--- src/rtl/iob_axi_pkg.sv ---
// Shared AXI4 constants and bridge FSM encoding for the native-to-AXI bridge.
package iob_axi_pkg;

    localparam logic [1:0] AXI_BURST_INCR    = 2'b01;
    localparam logic [1:0] AXI_RESP_OKAY     = 2'b00;
    localparam logic [3:0] AXI_CACHE_DEFAULT = 4'b0011;
    localparam logic [2:0] AXI_PROT_DEFAULT  = 3'b010;

    typedef enum logic [2:0] {
        IDLE,
        RD_ADDR,
        RD_DATA,
        WR_REQ,
        WR_RESP
    } bridge_state_t;

endpackage

--- src/rtl/iob_native2axi_bridge.sv ---
// Turns single-word native memory requests into single-beat AXI4 transactions,
// one outstanding at a time, completing each with a one-cycle mem_ready pulse.
module iob_native2axi_bridge
    import iob_axi_pkg::*;
#(
    parameter int MEM_ADDR_W = 32,
    parameter int MEM_DATA_W = 32,
    parameter int AXI_ID_W   = 1,
    localparam int MEM_N_BYTES = MEM_DATA_W / 8,
    localparam int BYTE_OFF_W  = $clog2(MEM_N_BYTES)
) (
    input  logic                         clk,
    input  logic                         reset,
    input  logic                         mem_valid,
    input  logic [MEM_ADDR_W-BYTE_OFF_W-1:0] mem_addr,
    input  logic [MEM_DATA_W-1:0]        mem_wdata,
    input  logic [MEM_N_BYTES-1:0]       mem_wstrb,
    output logic [MEM_DATA_W-1:0]        mem_rdata,
    output logic                         mem_ready,
    output logic                         mem_err,
    output logic [AXI_ID_W-1:0]          axi_awid,
    output logic [MEM_ADDR_W-1:0]        axi_awaddr,
    output logic [7:0]                   axi_awlen,
    output logic [2:0]                   axi_awsize,
    output logic [1:0]                   axi_awburst,
    output logic                         axi_awlock,
    output logic [3:0]                   axi_awcache,
    output logic [2:0]                   axi_awprot,
    output logic [3:0]                   axi_awqos,
    output logic                         axi_awvalid,
    input  logic                         axi_awready,
    output logic [MEM_DATA_W-1:0]        axi_wdata,
    output logic [MEM_N_BYTES-1:0]       axi_wstrb,
    output logic                         axi_wlast,
    output logic                         axi_wvalid,
    input  logic                         axi_wready,
    input  logic [AXI_ID_W-1:0]          axi_bid,
    input  logic [1:0]                   axi_bresp,
    input  logic                         axi_bvalid,
    output logic                         axi_bready,
    output logic [AXI_ID_W-1:0]          axi_arid,
    output logic [MEM_ADDR_W-1:0]        axi_araddr,
    output logic [7:0]                   axi_arlen,
    output logic [2:0]                   axi_arsize,
    output logic [1:0]                   axi_arburst,
    output logic                         axi_arlock,
    output logic [3:0]                   axi_arcache,
    output logic [2:0]                   axi_arprot,
    output logic [3:0]                   axi_arqos,
    output logic                         axi_arvalid,
    input  logic                         axi_arready,
    input  logic [AXI_ID_W-1:0]          axi_rid,
    input  logic [MEM_DATA_W-1:0]        axi_rdata,
    input  logic [1:0]                   axi_rresp,
    input  logic                         axi_rlast,
    input  logic                         axi_rvalid,
    output logic                         axi_rready
);

    bridge_state_t                    state_q, state_d;
    logic [MEM_ADDR_W-BYTE_OFF_W-1:0] addr_q, addr_d;
    logic [MEM_DATA_W-1:0]            wdata_q, wdata_d;
    logic [MEM_N_BYTES-1:0]           wstrb_q, wstrb_d;
    logic [MEM_DATA_W-1:0]            rdata_q, rdata_d;
    logic arvalid_q, arvalid_d;
    logic awvalid_q, awvalid_d;
    logic wvalid_q, wvalid_d;
    logic rready_q, rready_d;
    logic bready_q, bready_d;
    logic mem_ready_q, mem_ready_d;
    logic mem_err_q, mem_err_d;
    logic unused_ids;

    always_comb begin
        state_d     = state_q;
        addr_d      = addr_q;
        wdata_d     = wdata_q;
        wstrb_d     = wstrb_q;
        rdata_d     = rdata_q;
        arvalid_d   = arvalid_q;
        awvalid_d   = awvalid_q;
        wvalid_d    = wvalid_q;
        rready_d    = rready_q;
        bready_d    = bready_q;
        mem_ready_d = 1'b0;
        mem_err_d   = mem_err_q;
        unique case (state_q)
            IDLE: begin
                // The requester still holds mem_valid during the mem_ready cycle.
                if (mem_valid && !mem_ready_q) begin
                    addr_d    = mem_addr;
                    wdata_d   = mem_wdata;
                    wstrb_d   = mem_wstrb;
                    mem_err_d = 1'b0;
                    if (mem_wstrb == '0) begin
                        arvalid_d = 1'b1;
                        state_d   = RD_ADDR;
                    end else begin
                        awvalid_d = 1'b1;
                        wvalid_d  = 1'b1;
                        state_d   = WR_REQ;
                    end
                end
            end
            RD_ADDR: begin
                if (arvalid_q && axi_arready) begin
                    arvalid_d = 1'b0;
                    rready_d  = 1'b1;
                    state_d   = RD_DATA;
                end
            end
            RD_DATA: begin
                // Non-last beats are consumed but only the last one is returned.
                if (rready_q && axi_rvalid && axi_rlast) begin
                    rdata_d     = axi_rdata;
                    mem_err_d   = (axi_rresp != AXI_RESP_OKAY);
                    mem_ready_d = 1'b1;
                    rready_d    = 1'b0;
                    state_d     = IDLE;
                end
            end
            WR_REQ: begin
                // Each pending valid doubles as the not-yet-done flag of its channel.
                if (awvalid_q && axi_awready) awvalid_d = 1'b0;
                if (wvalid_q && axi_wready)   wvalid_d  = 1'b0;
                if (!awvalid_d && !wvalid_d) begin
                    bready_d = 1'b1;
                    state_d  = WR_RESP;
                end
            end
            WR_RESP: begin
                if (bready_q && axi_bvalid) begin
                    mem_err_d   = (axi_bresp != AXI_RESP_OKAY);
                    mem_ready_d = 1'b1;
                    bready_d    = 1'b0;
                    state_d     = IDLE;
                end
            end
            default: state_d = IDLE;
        endcase
    end

    always_ff @(posedge clk or negedge reset) begin
        if (!reset) begin
            state_q     <= IDLE;
            addr_q      <= '0;
            wdata_q     <= '0;
            wstrb_q     <= '0;
            rdata_q     <= '0;
            arvalid_q   <= 1'b0;
            awvalid_q   <= 1'b0;
            wvalid_q    <= 1'b0;
            rready_q    <= 1'b0;
            bready_q    <= 1'b0;
            mem_ready_q <= 1'b0;
            mem_err_q   <= 1'b0;
        end else begin
            state_q     <= state_d;
            addr_q      <= addr_d;
            wdata_q     <= wdata_d;
            wstrb_q     <= wstrb_d;
            rdata_q     <= rdata_d;
            arvalid_q   <= arvalid_d;
            awvalid_q   <= awvalid_d;
            wvalid_q    <= wvalid_d;
            rready_q    <= rready_d;
            bready_q    <= bready_d;
            mem_ready_q <= mem_ready_d;
            mem_err_q   <= mem_err_d;
        end
    end

    assign mem_rdata = rdata_q;
    assign mem_ready = mem_ready_q;
    assign mem_err   = mem_err_q;

    assign axi_awid    = '0;
    assign axi_awaddr  = MEM_ADDR_W'(addr_q) << BYTE_OFF_W;
    assign axi_awlen   = 8'd0;
    assign axi_awsize  = 3'(BYTE_OFF_W);
    assign axi_awburst = AXI_BURST_INCR;
    assign axi_awlock  = 1'b0;
    assign axi_awcache = AXI_CACHE_DEFAULT;
    assign axi_awprot  = AXI_PROT_DEFAULT;
    assign axi_awqos   = 4'd0;
    assign axi_awvalid = awvalid_q;

    assign axi_wdata  = wdata_q;
    assign axi_wstrb  = wstrb_q;
    assign axi_wlast  = 1'b1;
    assign axi_wvalid = wvalid_q;
    assign axi_bready = bready_q;

    assign axi_arid    = '0;
    assign axi_araddr  = MEM_ADDR_W'(addr_q) << BYTE_OFF_W;
    assign axi_arlen   = 8'd0;
    assign axi_arsize  = 3'(BYTE_OFF_W);
    assign axi_arburst = AXI_BURST_INCR;
    assign axi_arlock  = 1'b0;
    assign axi_arcache = AXI_CACHE_DEFAULT;
    assign axi_arprot  = AXI_PROT_DEFAULT;
    assign axi_arqos   = 4'd0;
    assign axi_arvalid = arvalid_q;
    assign axi_rready  = rready_q;

    // Only one transaction is ever in flight, so response IDs carry no information.
    assign unused_ids = ^{axi_bid, axi_rid};

endmodule

--- config.mk ---
export PLATFORM = sky130hd
export DESIGN_NAME = iob_native2axi_bridge
export DESIGN_NICKNAME = d
export VERILOG_FILES = /design/src/rtl/iob_axi_pkg.sv /design/src/rtl/iob_native2axi_bridge.sv
export SDC_FILE = /design/constraint.sdc
export NUM_CORES = 1
export LEC_CHECK = 0
export BUFFER_PORTS_ARGS = -buffer_cell sky130_fd_sc_hd__buf_2
export CAP_MARGIN = 20
export CORE_MARGIN = 8
export CORE_UTILIZATION = 30
export DETAILED_ROUTE_END_ITERATION = 8
export PLACE_DENSITY_LB_ADDON = 0.12
export SYNTH_ARGS = -nofsm -noshare
export SYNTH_HDL_FRONTEND = slang
export SYNTH_SLANG_ARGS = --single-unit
--- constraint.sdc ---
create_clock -name clk -period 1.75 [get_ports clk]
set_clock_uncertainty 0.1 [all_clocks]
set_input_delay 0.0875 -clock clk [delete_from_list [all_inputs] [get_ports clk]]
set_output_delay 0.0875 -clock clk [all_outputs]
set_load 0.01 [all_outputs]
Word level (Yosys, flattened, before mapping)
Cells that the tools add are included.

Word-level logic and storage cells: 83. Input bits: 113. Register bits after elaboration: 108.

Reduce and logical (&&, ||, !) cells: 28. Mux-type cells: 32. Eq/ne operators: 11.

Operators by type and width (number): 1-bit two-way mux (18); 3-bit two-way mux (5); 3-bit one-hot mux with 5 select lines (1); 2-bit inequality test (second input constant) (7); 1-bit one-hot mux with 2 select lines (6); 2-bit nonzero test (6); 3-bit AND reduction (3); 1-bit logical AND (8); 4-bit AND reduction (2); 3-bit by 2-bit equality test with 1-bit output (second input constant) (2); 5-bit AND reduction (1); 4-bit zero test (1); 2-bit AND reduction (2); 3-bit by 1-bit equality test with 1-bit output (second input constant) (1); 3-bit equality test (second input constant) (1); 1-bit zero test (3); 3-bit zero test (1); 1-bit one-hot mux with 3 select lines (1); 3-bit nonzero test (1); 2-bit two-way mux (1).

Logic depth before layout (Yosys ltp)
Gate-level depths: netlist (run 1).

Depth after elaboration: 7. Mapped depth: 6. Depth with buffers taken out: 4.

Worst setup path after synthesis (run 1)
OpenSTA, ideal clock, no wires.

Path kind: flip-flop to flip-flop. From: reg state_q[1]. To: reg addr_q[10]. Cell stages (with the launch flop): 6. Required time: 1.523 ns. Period minus slack after synthesis: 1.708 ns. Slack: 0.042 ns. Data arrival time: 1.481 ns. Cells stage by stage: dfrtp_1 buf_2 nor4_4 buf_4 buf_6 mux2_1.

Cells in the longest elaborated chain, start to end: 2.

Ends and longest elaborated chain: from (decl) (line iob_native2axi_bridge.sv:60) `bridge_state_t state_q, state_d;`; from (signal assigned) (line iob_native2axi_bridge.sv:158) `state_q <= state_d;`; 3-bit zero test (line iob_native2axi_bridge.sv:87) `unique case (state_q)`; 2-bit AND reduction (no line); to (signal assigned) (line iob_native2axi_bridge.sv:159) `addr_q <= addr_d;`; to (decl) (line iob_native2axi_bridge.sv:61) `logic [MEM_ADDR_W-BYTE_OFF_W-1:0] addr_q, addr_d;`.

No other way between the ends. A chain may end at the register's enable or synchronous reset.

Final worst setup path (run 1)
From: reg state_q[0]. To: reg wdata_q[0], in the netlist axi_wdata[0].

Cells in the longest elaborated chain, start to end: 2.

Ends and longest elaborated chain: 3-bit zero test (line iob_native2axi_bridge.sv:87); 2-bit AND reduction (no line); to (signal assigned) (line iob_native2axi_bridge.sv:160) `wdata_q <= wdata_d;`; to (decl) (line iob_native2axi_bridge.sv:62) `logic [MEM_DATA_W-1:0] wdata_q, wdata_d;`.

No other way between the ends.

==> metrics.txt, run 1 <==
# TYPE chip_impl_metric gauge
chip_impl_info{name="run_status",value="complete, no violations"} 1
chip_impl_metric{name="seqCellArea",unit="um2"} 2700
chip_impl_metric{name="clk_path_buf_depth",unit=""} 2
chip_impl_info{name="worst_min_delay_path_category",value="input pin to register"} 1
chip_impl_metric{name="share_of_layout_cells_above_drive_strength_1",unit="%"} 51.6
chip_impl_metric{name="worst-r2r-setup-slack",unit="ps"} 80
chip_impl_metric{name="min_period_over_period",unit="%"} 95.4
chip_impl_metric{name="timing_hold_violations_final",unit=""} 0
chip_impl_metric{name="post-place-cells",unit=""} 797
chip_impl_metric{name="footprint_of_the_multi_input_gates",unit="um2"} 1640
chip_impl_metric{name="core_footprint",unit="um2"} 15900
chip_impl_info{name="element_type_at_the_critical_path_start",value="register"} 1
chip_impl_metric{name="setup_viol_count_final",unit=""} 0
chip_impl_metric{name="syn_inst",unit=""} 363
chip_impl_metric{name="number_of_antenna_violations_at_the_first_check_in_global_routing",unit=""} 0
chip_impl_info{name="timing.critical_path.to_type",value="register"} 1
chip_impl_metric{name="max_clock_freq",unit="MHz"} 599
chip_impl_metric{name="grt_max_degree",unit=""} 46
chip_impl_metric{name="remaining_drc_errors",unit=""} 0
chip_impl_metric{name="ys_seq_elements",unit=""} 108
chip_impl_metric{name="layout_nets",unit=""} 811
chip_impl_metric{name="period_minus_slack",unit="ps"} 1670
chip_impl_metric{name="dpl.hpwl",unit="mm"} 10.9
chip_impl_metric{name="wl_per_cell",unit="um"} 15.4
chip_impl_metric{name="die_x",unit="um"} 144
chip_impl_metric{name="gr-total-overflow",unit=""} 0
chip_impl_metric{name="worst_r2r_path_depth",unit=""} 4
chip_impl_info{name="timing.hold.worst_endpoint",value="mem_err$_DFFE_PN0P_"} 1
chip_impl_metric{name="cts_num_sinks",unit=""} 108
chip_impl_metric{name="final.setup.tns",unit="ps"} 0
chip_impl_metric{name="grt_pass1_wl",unit="mm"} 21.0
chip_impl_metric{name="clock_tree.htree_level_count",unit=""} 3
chip_impl_metric{name="pin_count",unit=""} 305
chip_impl_metric{name="power",unit="mW"} 12.1
chip_impl_metric{name="worstHoldPathCells",unit=""} 3
chip_impl_metric{name="max_cap_violations",unit=""} 0
chip_impl_metric{name="totalWireLength",unit="mm"} 14.2
chip_impl_info{name="grt_setup_unrepaired",value="true"} 1
chip_impl_info{name="criticalPathCategory",value="register to register"} 1
chip_impl_info{name="synth_ff_type",value="dfrtp_1"} 1
chip_impl_metric{name="initial_utilization",unit="%"} 30.8
chip_impl_metric{name="antenna_violating_nets_post_route",unit=""} 0
chip_impl_metric{name="synth.cell_area",unit="um2"} 4910
chip_impl_info{name="hold_path_startpoint",value="axi_rresp[0]"} 1
chip_impl_metric{name="firstDrtPassIters",unit=""} 4
chip_impl_metric{name="floorplan.die.height",unit="um"} 144
chip_impl_metric{name="drtIter0Drc",unit=""} 47
chip_impl_metric{name="pd_cells",unit="nW/um2"} 1620
chip_impl_metric{name="crit_fanout",unit=""} 11
chip_impl_metric{name="synth_cell_types",unit=""} 36
chip_impl_metric{name="antennaDiodeCount",unit=""} 0
chip_impl_metric{name="dieArea",unit="um2"} 20700
chip_impl_metric{name="average_cell_area_after_synthesis",unit="um2"} 13.5
chip_impl_metric{name="clk_latency",unit="ps"} 340
chip_impl_metric{name="via_count",unit=""} 3798
chip_impl_metric{name="fillerInstances",unit=""} 1450
chip_impl_metric{name="port_buffers",unit=""} 245
chip_impl_metric{name="first_global_vias",unit=""} 4120
chip_impl_info{name="critical-path-slowest-cell",value="dfrtp_2"} 1
chip_impl_metric{name="worst_setup_hold_path_clk_slew",unit="ps"} 70
chip_impl_info{name="clock_tree.root_cell",value="clkbuf_16"} 1
chip_impl_metric{name="cts_made_buffers",unit=""} 9
chip_impl_metric{name="vias_per_cell",unit=""} 4.13
chip_impl_metric{name="required",unit="ps"} 1880
chip_impl_metric{name="rows",unit=""} 46
chip_impl_metric{name="worst_path_largest_cell_delay",unit="ps"} 430
chip_impl_info{name="tritoncts",value="done"} 1
chip_impl_metric{name="synth_edf_count",unit=""} 0
chip_impl_metric{name="worst_ir_drop_vdd",unit="V"} 0.000868
chip_impl_metric{name="synth_warnings",unit=""} 0
chip_impl_metric{name="postSynth.asyncResetShare",unit="%"} 100
chip_impl_metric{name="area_growth",unit="%"} 52.3
chip_impl_metric{name="grt_util_all_layers",unit="%"} 12.8
chip_impl_info{name="timing.critical_path.cells",value="nor4_4 -> buf_6 -> clkbuf_16 -> mux2_2"} 1
chip_impl_metric{name="layoutNonFillerInstCount",unit=""} 919
chip_impl_metric{name="power.static_leakage",unit="nW"} 3.71
chip_impl_metric{name="critical_path_arrival",unit="ps"} 1800
chip_impl_info{name="crit-reg2reg-launch",value="state_q[0]$_DFFE_PN0P_"} 1
chip_impl_info{name="timing.rr.end",value="axi_wdata[0]$_DFFE_PN0P_"} 1
chip_impl_metric{name="final_max_tran_viols",unit=""} 0
chip_impl_metric{name="gp_routability_congestion",unit=""} 0.788
chip_impl_metric{name="synth_sequential_area_ratio",unit="%"} 55.1
chip_impl_metric{name="final_core_util",unit="%"} 46.9
-- power breakdown --
group	switching [mW]	total [mW]	internal (mW)
Clock	0.903	2.10	1.19
Combinational	2.67	5.52	2.85
Sequential	0.708	4.46	3.76
-- state kept, by name, indices dropped and copies added (netlist names) --
| register | flops |
|---|---|
| mem_ready | 1 |
| state_q | 3 |
| addr_q | 30 |
| axi_wstrb | 4 |
| axi_wvalid | 1 |
| axi_wdata | 32 |
| axi_rready | 1 |
| mem_rdata | 32 |
| axi_awvalid | 1 |
| axi_bready | 1 |
| axi_arvalid | 1 |
| mem_err | 1 |
-- cell type report --
class                   count  share of cell area (%)
clock buffers              11                    3.38
inverters                   6                   0.301
well taps                 216                    3.62
multi-input cells         202                    22.0
flip-flops and latches    108                    36.2
clock inverters             5                   0.770
repair buffers            371                    33.8
-- per-stage QoR --
| step | hold slack, ps | cell area, um2 | setup slack [ps] |
|---|---|---|---|
| global placement | -187 | 6060 | 40.4 |
| global route | 39.3 | 7470 | -17.6 |
| detailed placement | -186 | 6060 | 2.40 |
| CTS | 4.83 | 7420 | 11.7 |
| floorplan | -308 | 5110 | 41.5 |
| finish | 24.0 | 7470 | 81.0 |
-- layer usage --
layer	vias to the layer above	GRT usage, %	wire length, um
met1	1820	13.4	5080
met5	-	0	0
met3	10	5.57	1900
met2	199	22.4	7030
met4	0	4.48	181
li1	1769	-	-
-- worst max-delay path by stage --
| stage | from | end | slack, ps | cells past startpoint |
|---|---|---|---|---|
| 5_1_grt | state_q[0]$_DFFE_PN0P_ | addr_q[22]$_DFFE_PN0P_ | -20 | 4 |
| 4_1_cts | state_q[0]$_DFFE_PN0P_ | addr_q[2]$_DFFE_PN0P_ | 10 | 4 |
| 3_5_place_dp | mem_ready$_DFF_PN0_ | addr_q[13]$_DFFE_PN0P_ | 2 | 5 |
| 3_3_place_gp | mem_ready$_DFF_PN0_ | addr_q[29]$_DFFE_PN0P_ | 40 | 5 |
| 6_report | state_q[0]$_DFFE_PN0P_ | axi_wdata[0]$_DFFE_PN0P_ | 80 | 4 |
| 2_1_floorplan | state_q[1]$_DFFE_PN0P_ | addr_q[10]$_DFFE_PN0P_ | 40 | 5 |
-- repair_timing --
action                                  in CTS  in global routing
gates resized for setup                      4                  5
hold endpoints to repair                   211                  0
hold buffers                               104                  0
endpoints found under the setup margin      19                 90
cloned                                       0                  1
setup buffers                                0                  1
pin swaps                                    0                  0
-- cells in the mapped netlist, types with 2 or more instances --
cell | n | area share [%]
a21oi_1 | 3 | 0.31
buf_4 | 89 | 14
nand2_1 | 4 | 0.31
o32ai_1 | 2 | 0.36
dfrtp_1 | 108 | 55
a31o_2 | 2 | 0.36
nor2_1 | 7 | 0.54
inv_1 | 5 | 0.38
conb_1 | 2 | 0.15
buf_2 | 7 | 0.71
nor2b_1 | 2 | 0.25
o21ai_0 | 2 | 0.20
mux2_2 | 71 | 16
a31oi_1 | 3 | 0.38
a21o_1 | 2 | 0.31
buf_6 | 5 | 1.1
nand3_1 | 4 | 0.41
mux2_1 | 27 | 6.2
-- kinds of logic after synthesis --
kind of cell	Yosys count	synth area share [%]
flip-flops	108	55.1
buffers and inverters	108	16.0
multiplexers	98	22.5
AND/OR/NAND/NOR	24	2.81
AO/OA/AOI/OAI	23	3.44
other	2	0.153
-- cell usage in the layout (no fill, tap or decap), types with 2 or more instances in the layout --
master,instances
mux2_2,70
mux2_1,26
a31o_2,2
mux2_4,2
inv_6,2
nor2_1,6
a31oi_1,3
clkinv_2,2
buf_4,15
a21oi_1,3
nand3_1,4
nand2_1,4
nor2b_1,2
buf_12,5
buf_2,244
clkbuf_16,10
dlygate4sd3_1,104
inv_1,5
dfrtp_1,107
o32ai_1,2
conb_1,57
clkbuf_8,2
buf_6,2
o21ai_0,2
a21o_1,2
-- critical path, delay by kind of cell, from the launching register on --
family / cells / cell delay [ps]
muxes: 1 / 330
buffers and inverters: 2 / 350
DFF: 1 / 430
and+or+nand+nor: 1 / 340
(Power assumes the default switching activity.)
==> run 2: changes to the inputs <==
- clock period: 1.75 -> 1.7 ns (I/O delays scaled with it)
==> run 2 against run 1 <==
The run now ends with setup timing left. Critical path depth grew 1. Total power grew 8.5%. Cell count grew 0.54%. Final area grew 3.4%. Sequential share of layout area is 1.2 points lower. Sequential power up 4%. Clock-buffer cell count fell by 1. First-iteration DRC count up 36%.
==> metrics.txt, run 2 (synthesized netlist as in run 1, its figures left out) <==
# TYPE chip_impl_metric gauge
chip_impl_metric{name="post-place-cells",unit=""} 797
chip_impl_metric{name="area_growth",unit="%"} 57.5
chip_impl_info{name="tritoncts",value="done"} 1
chip_impl_info{name="run_status",value="finished, violations left"} 1
chip_impl_metric{name="cts_made_buffers",unit=""} 9
chip_impl_metric{name="grt_util_all_layers",unit="%"} 13.6
chip_impl_metric{name="die_x",unit="um"} 144
chip_impl_metric{name="port_buffers",unit=""} 245
chip_impl_info{name="worst_min_delay_path_category",value="input pin to register"} 1
chip_impl_metric{name="power.static_leakage",unit="nW"} 3.86
chip_impl_info{name="layout.cells.most_common_list",value="buf_2 (244), dfrtp_1 (108), dlygate4sd3_1 (103), conb_1 (57), mux2_2 (45)"} 1
chip_impl_metric{name="cts_num_sinks",unit=""} 108
chip_impl_info{name="layout.cells.most_common",value="buf_2"} 1
chip_impl_metric{name="share_of_layout_cells_above_drive_strength_1",unit="%"} 53.3
chip_impl_metric{name="required",unit="ps"} 1840
chip_impl_metric{name="setup_ws",unit="ps"} -34.1
chip_impl_metric{name="max_cap_violations",unit=""} 0
chip_impl_metric{name="clock_tree.htree_level_count",unit=""} 3
chip_impl_metric{name="drtIter0Drc",unit=""} 64
chip_impl_metric{name="worst_ir_drop_vdd",unit="V"} 0.000903
chip_impl_metric{name="fin_hold_ws",unit="ps"} 61.9
chip_impl_metric{name="rows",unit=""} 46
chip_impl_metric{name="firstDrtPassIters",unit=""} 3
chip_impl_metric{name="pd_cells",unit="nW/um2"} 1700
chip_impl_metric{name="placedInstanceArea",unit="um2"} 6070
chip_impl_info{name="timing.critical_path.to_type",value="register"} 1
chip_impl_info{name="timing.critical_path.cells",value="nor4_4 -> buf_4 -> buf_12 -> clkbuf_16 -> mux2_2"} 1
chip_impl_metric{name="vias_per_cell",unit=""} 4.16
chip_impl_metric{name="setup_viol_count_final",unit=""} 16
chip_impl_metric{name="number_of_antenna_violations_at_the_first_check_in_global_routing",unit=""} 1
chip_impl_metric{name="timing_hold_violations_final",unit=""} 0
chip_impl_info{name="criticalPathCategory",value="register to register"} 1
chip_impl_metric{name="gr-total-overflow",unit=""} 0
chip_impl_metric{name="clk_path_buf_depth",unit=""} 2
chip_impl_metric{name="clk_latency",unit="ps"} 350
chip_impl_metric{name="min_period_over_period",unit="%"} 102
chip_impl_metric{name="dpl.hpwl",unit="mm"} 10.9
chip_impl_info{name="critical-path-slowest-cell",value="dfrtp_1"} 1
chip_impl_metric{name="dieArea",unit="um2"} 20700
chip_impl_metric{name="worst_setup_hold_path_clk_slew",unit="ps"} 80
chip_impl_metric{name="floorplan.die.height",unit="um"} 144
chip_impl_metric{name="antenna_violating_nets_post_route",unit=""} 0
chip_impl_metric{name="layoutNonFillerInstCount",unit=""} 924
chip_impl_metric{name="period_minus_slack",unit="ps"} 1730
chip_impl_metric{name="via_count",unit=""} 3844
chip_impl_metric{name="final_max_tran_viols",unit=""} 0
chip_impl_info{name="grt_setup_unrepaired",value="true"} 1
chip_impl_metric{name="wl_per_cell",unit="um"} 16.4
chip_impl_metric{name="grt_max_degree",unit=""} 37
chip_impl_metric{name="core_footprint",unit="um2"} 15900
chip_impl_info{name="violations",value="setup timing"} 1
chip_impl_info{name="clock_tree.root_cell",value="clkbuf_16"} 1
chip_impl_metric{name="pin_count",unit=""} 305
chip_impl_metric{name="post-route-cell-area",unit="um2"} 7730
chip_impl_metric{name="gp_routability_congestion",unit=""} 0.766
chip_impl_metric{name="worst_path_largest_cell_delay",unit="ps"} 410
chip_impl_metric{name="totalWireLength",unit="mm"} 15.2
chip_impl_metric{name="remaining_drc_errors",unit=""} 0
chip_impl_info{name="element_type_at_the_critical_path_start",value="register"} 1
chip_impl_metric{name="critical_path_arrival",unit="ps"} 1870
chip_impl_metric{name="crit_fanout",unit=""} 6
chip_impl_metric{name="layout_nets",unit=""} 815
chip_impl_metric{name="max_clock_freq",unit="MHz"} 577
chip_impl_metric{name="first_global_vias",unit=""} 4257
chip_impl_metric{name="grt_pass1_wl",unit="mm"} 22.0
chip_impl_metric{name="initial_utilization",unit="%"} 30.8
## run 2: cell count changes in the layout (fill, tap and decap cells not counted), moves of 2 or more
cell / previous run / this run
mux2_4: 2 / 36
mux2_1: 26 / 17
mux2_2: 70 / 45
clkinv_2: 2 / 0
clkbuf_16: 10 / 12
buf_12: 5 / 8
clkinvlp_4: 0 / 3
## run 2: final timing paths
path                            cells after the start                       from                         to  slack, ps
worst max-delay path                                5     state_q[1]$_DFFE_PN0P_  axi_wdata[30]$_DFFE_PN0P_        -30
worst min-delay path                                3               axi_rresp[0]        mem_err$_DFFE_PN0P_         60
worst max register to register                      5     state_q[1]$_DFFE_PN0P_  axi_wdata[30]$_DFFE_PN0P_        -30
worst min register to register                      1  mem_rdata[25]$_DFFE_PN0P_  mem_rdata[25]$_DFFE_PN0P_        390
max in group asynchronous                           3                      reset  axi_wdata[26]$_DFFE_PN0P_        770
min in group asynchronous                           2                      reset  mem_rdata[18]$_DFFE_PN0P_         80
## run 2: power by group
part	internal [mW]	total [mW]	switching, mW
sequential	3.86	4.63	0.761
combinational	3.43	6.33	2.90
clock	1.19	2.16	0.965
total	8.48	13.1	4.63
## run 2: timing repair
action                                 4_1_cts  5_1_grt
setup buffers                                3        1
hold buffers                               103        0
gates cloned                                 1        3
pin swaps                                    0        0
gates resized for setup                      6       42
setup endpoints to repair                   54       85
endpoints found under the hold margin      212        0
## run 2: worst max-delay path, delay by kind of cell, from the launching register on
family / cells / cell delay, ps
buffers and inverters: 3 / 460
DFF: 1 / 410
muxes: 1 / 320
and+or+nand+nor: 1 / 320
## run 2: stage by stage
step	setup TNS [ps]	worst slack, ps	util (%)	total power, mW
2_1_floorplan	0	14.7	-	8.08
3_3_place_gp	0	14.7	38.1	10.1
3_5_place_dp	-85.1	-15.5	38.1	10.2
4_1_cts	-201	-26.6	47.0	12.7
5_1_grt	-2750	-99.0	48.5	14.0
6_report	-202	-34.1	48.5	13.1
## run 2: final cells by class
class / count / area (um2)
Fill cell: 1429 / 8210
Antenna cell: 1 / 2.50
Multi-Input combinational cell: 202 / 1780
Tap cell: 216 / 270
Clock buffer: 10 / 239
Clock inverter: 6 / 70.1
Inverter: 6 / 22.5
Timing Repair Buffer: 375 / 2640
Sequential cell: 108 / 2700
## run 2: metal layers
metal	share of wire (%)	global-route usage (%)	up-vias
met3	12	5.61	13
li1	-	-	1780
met5	0	0	-
met1	35	13.4	1857
met2	51	24.9	194
met4	1.5	5.09	0
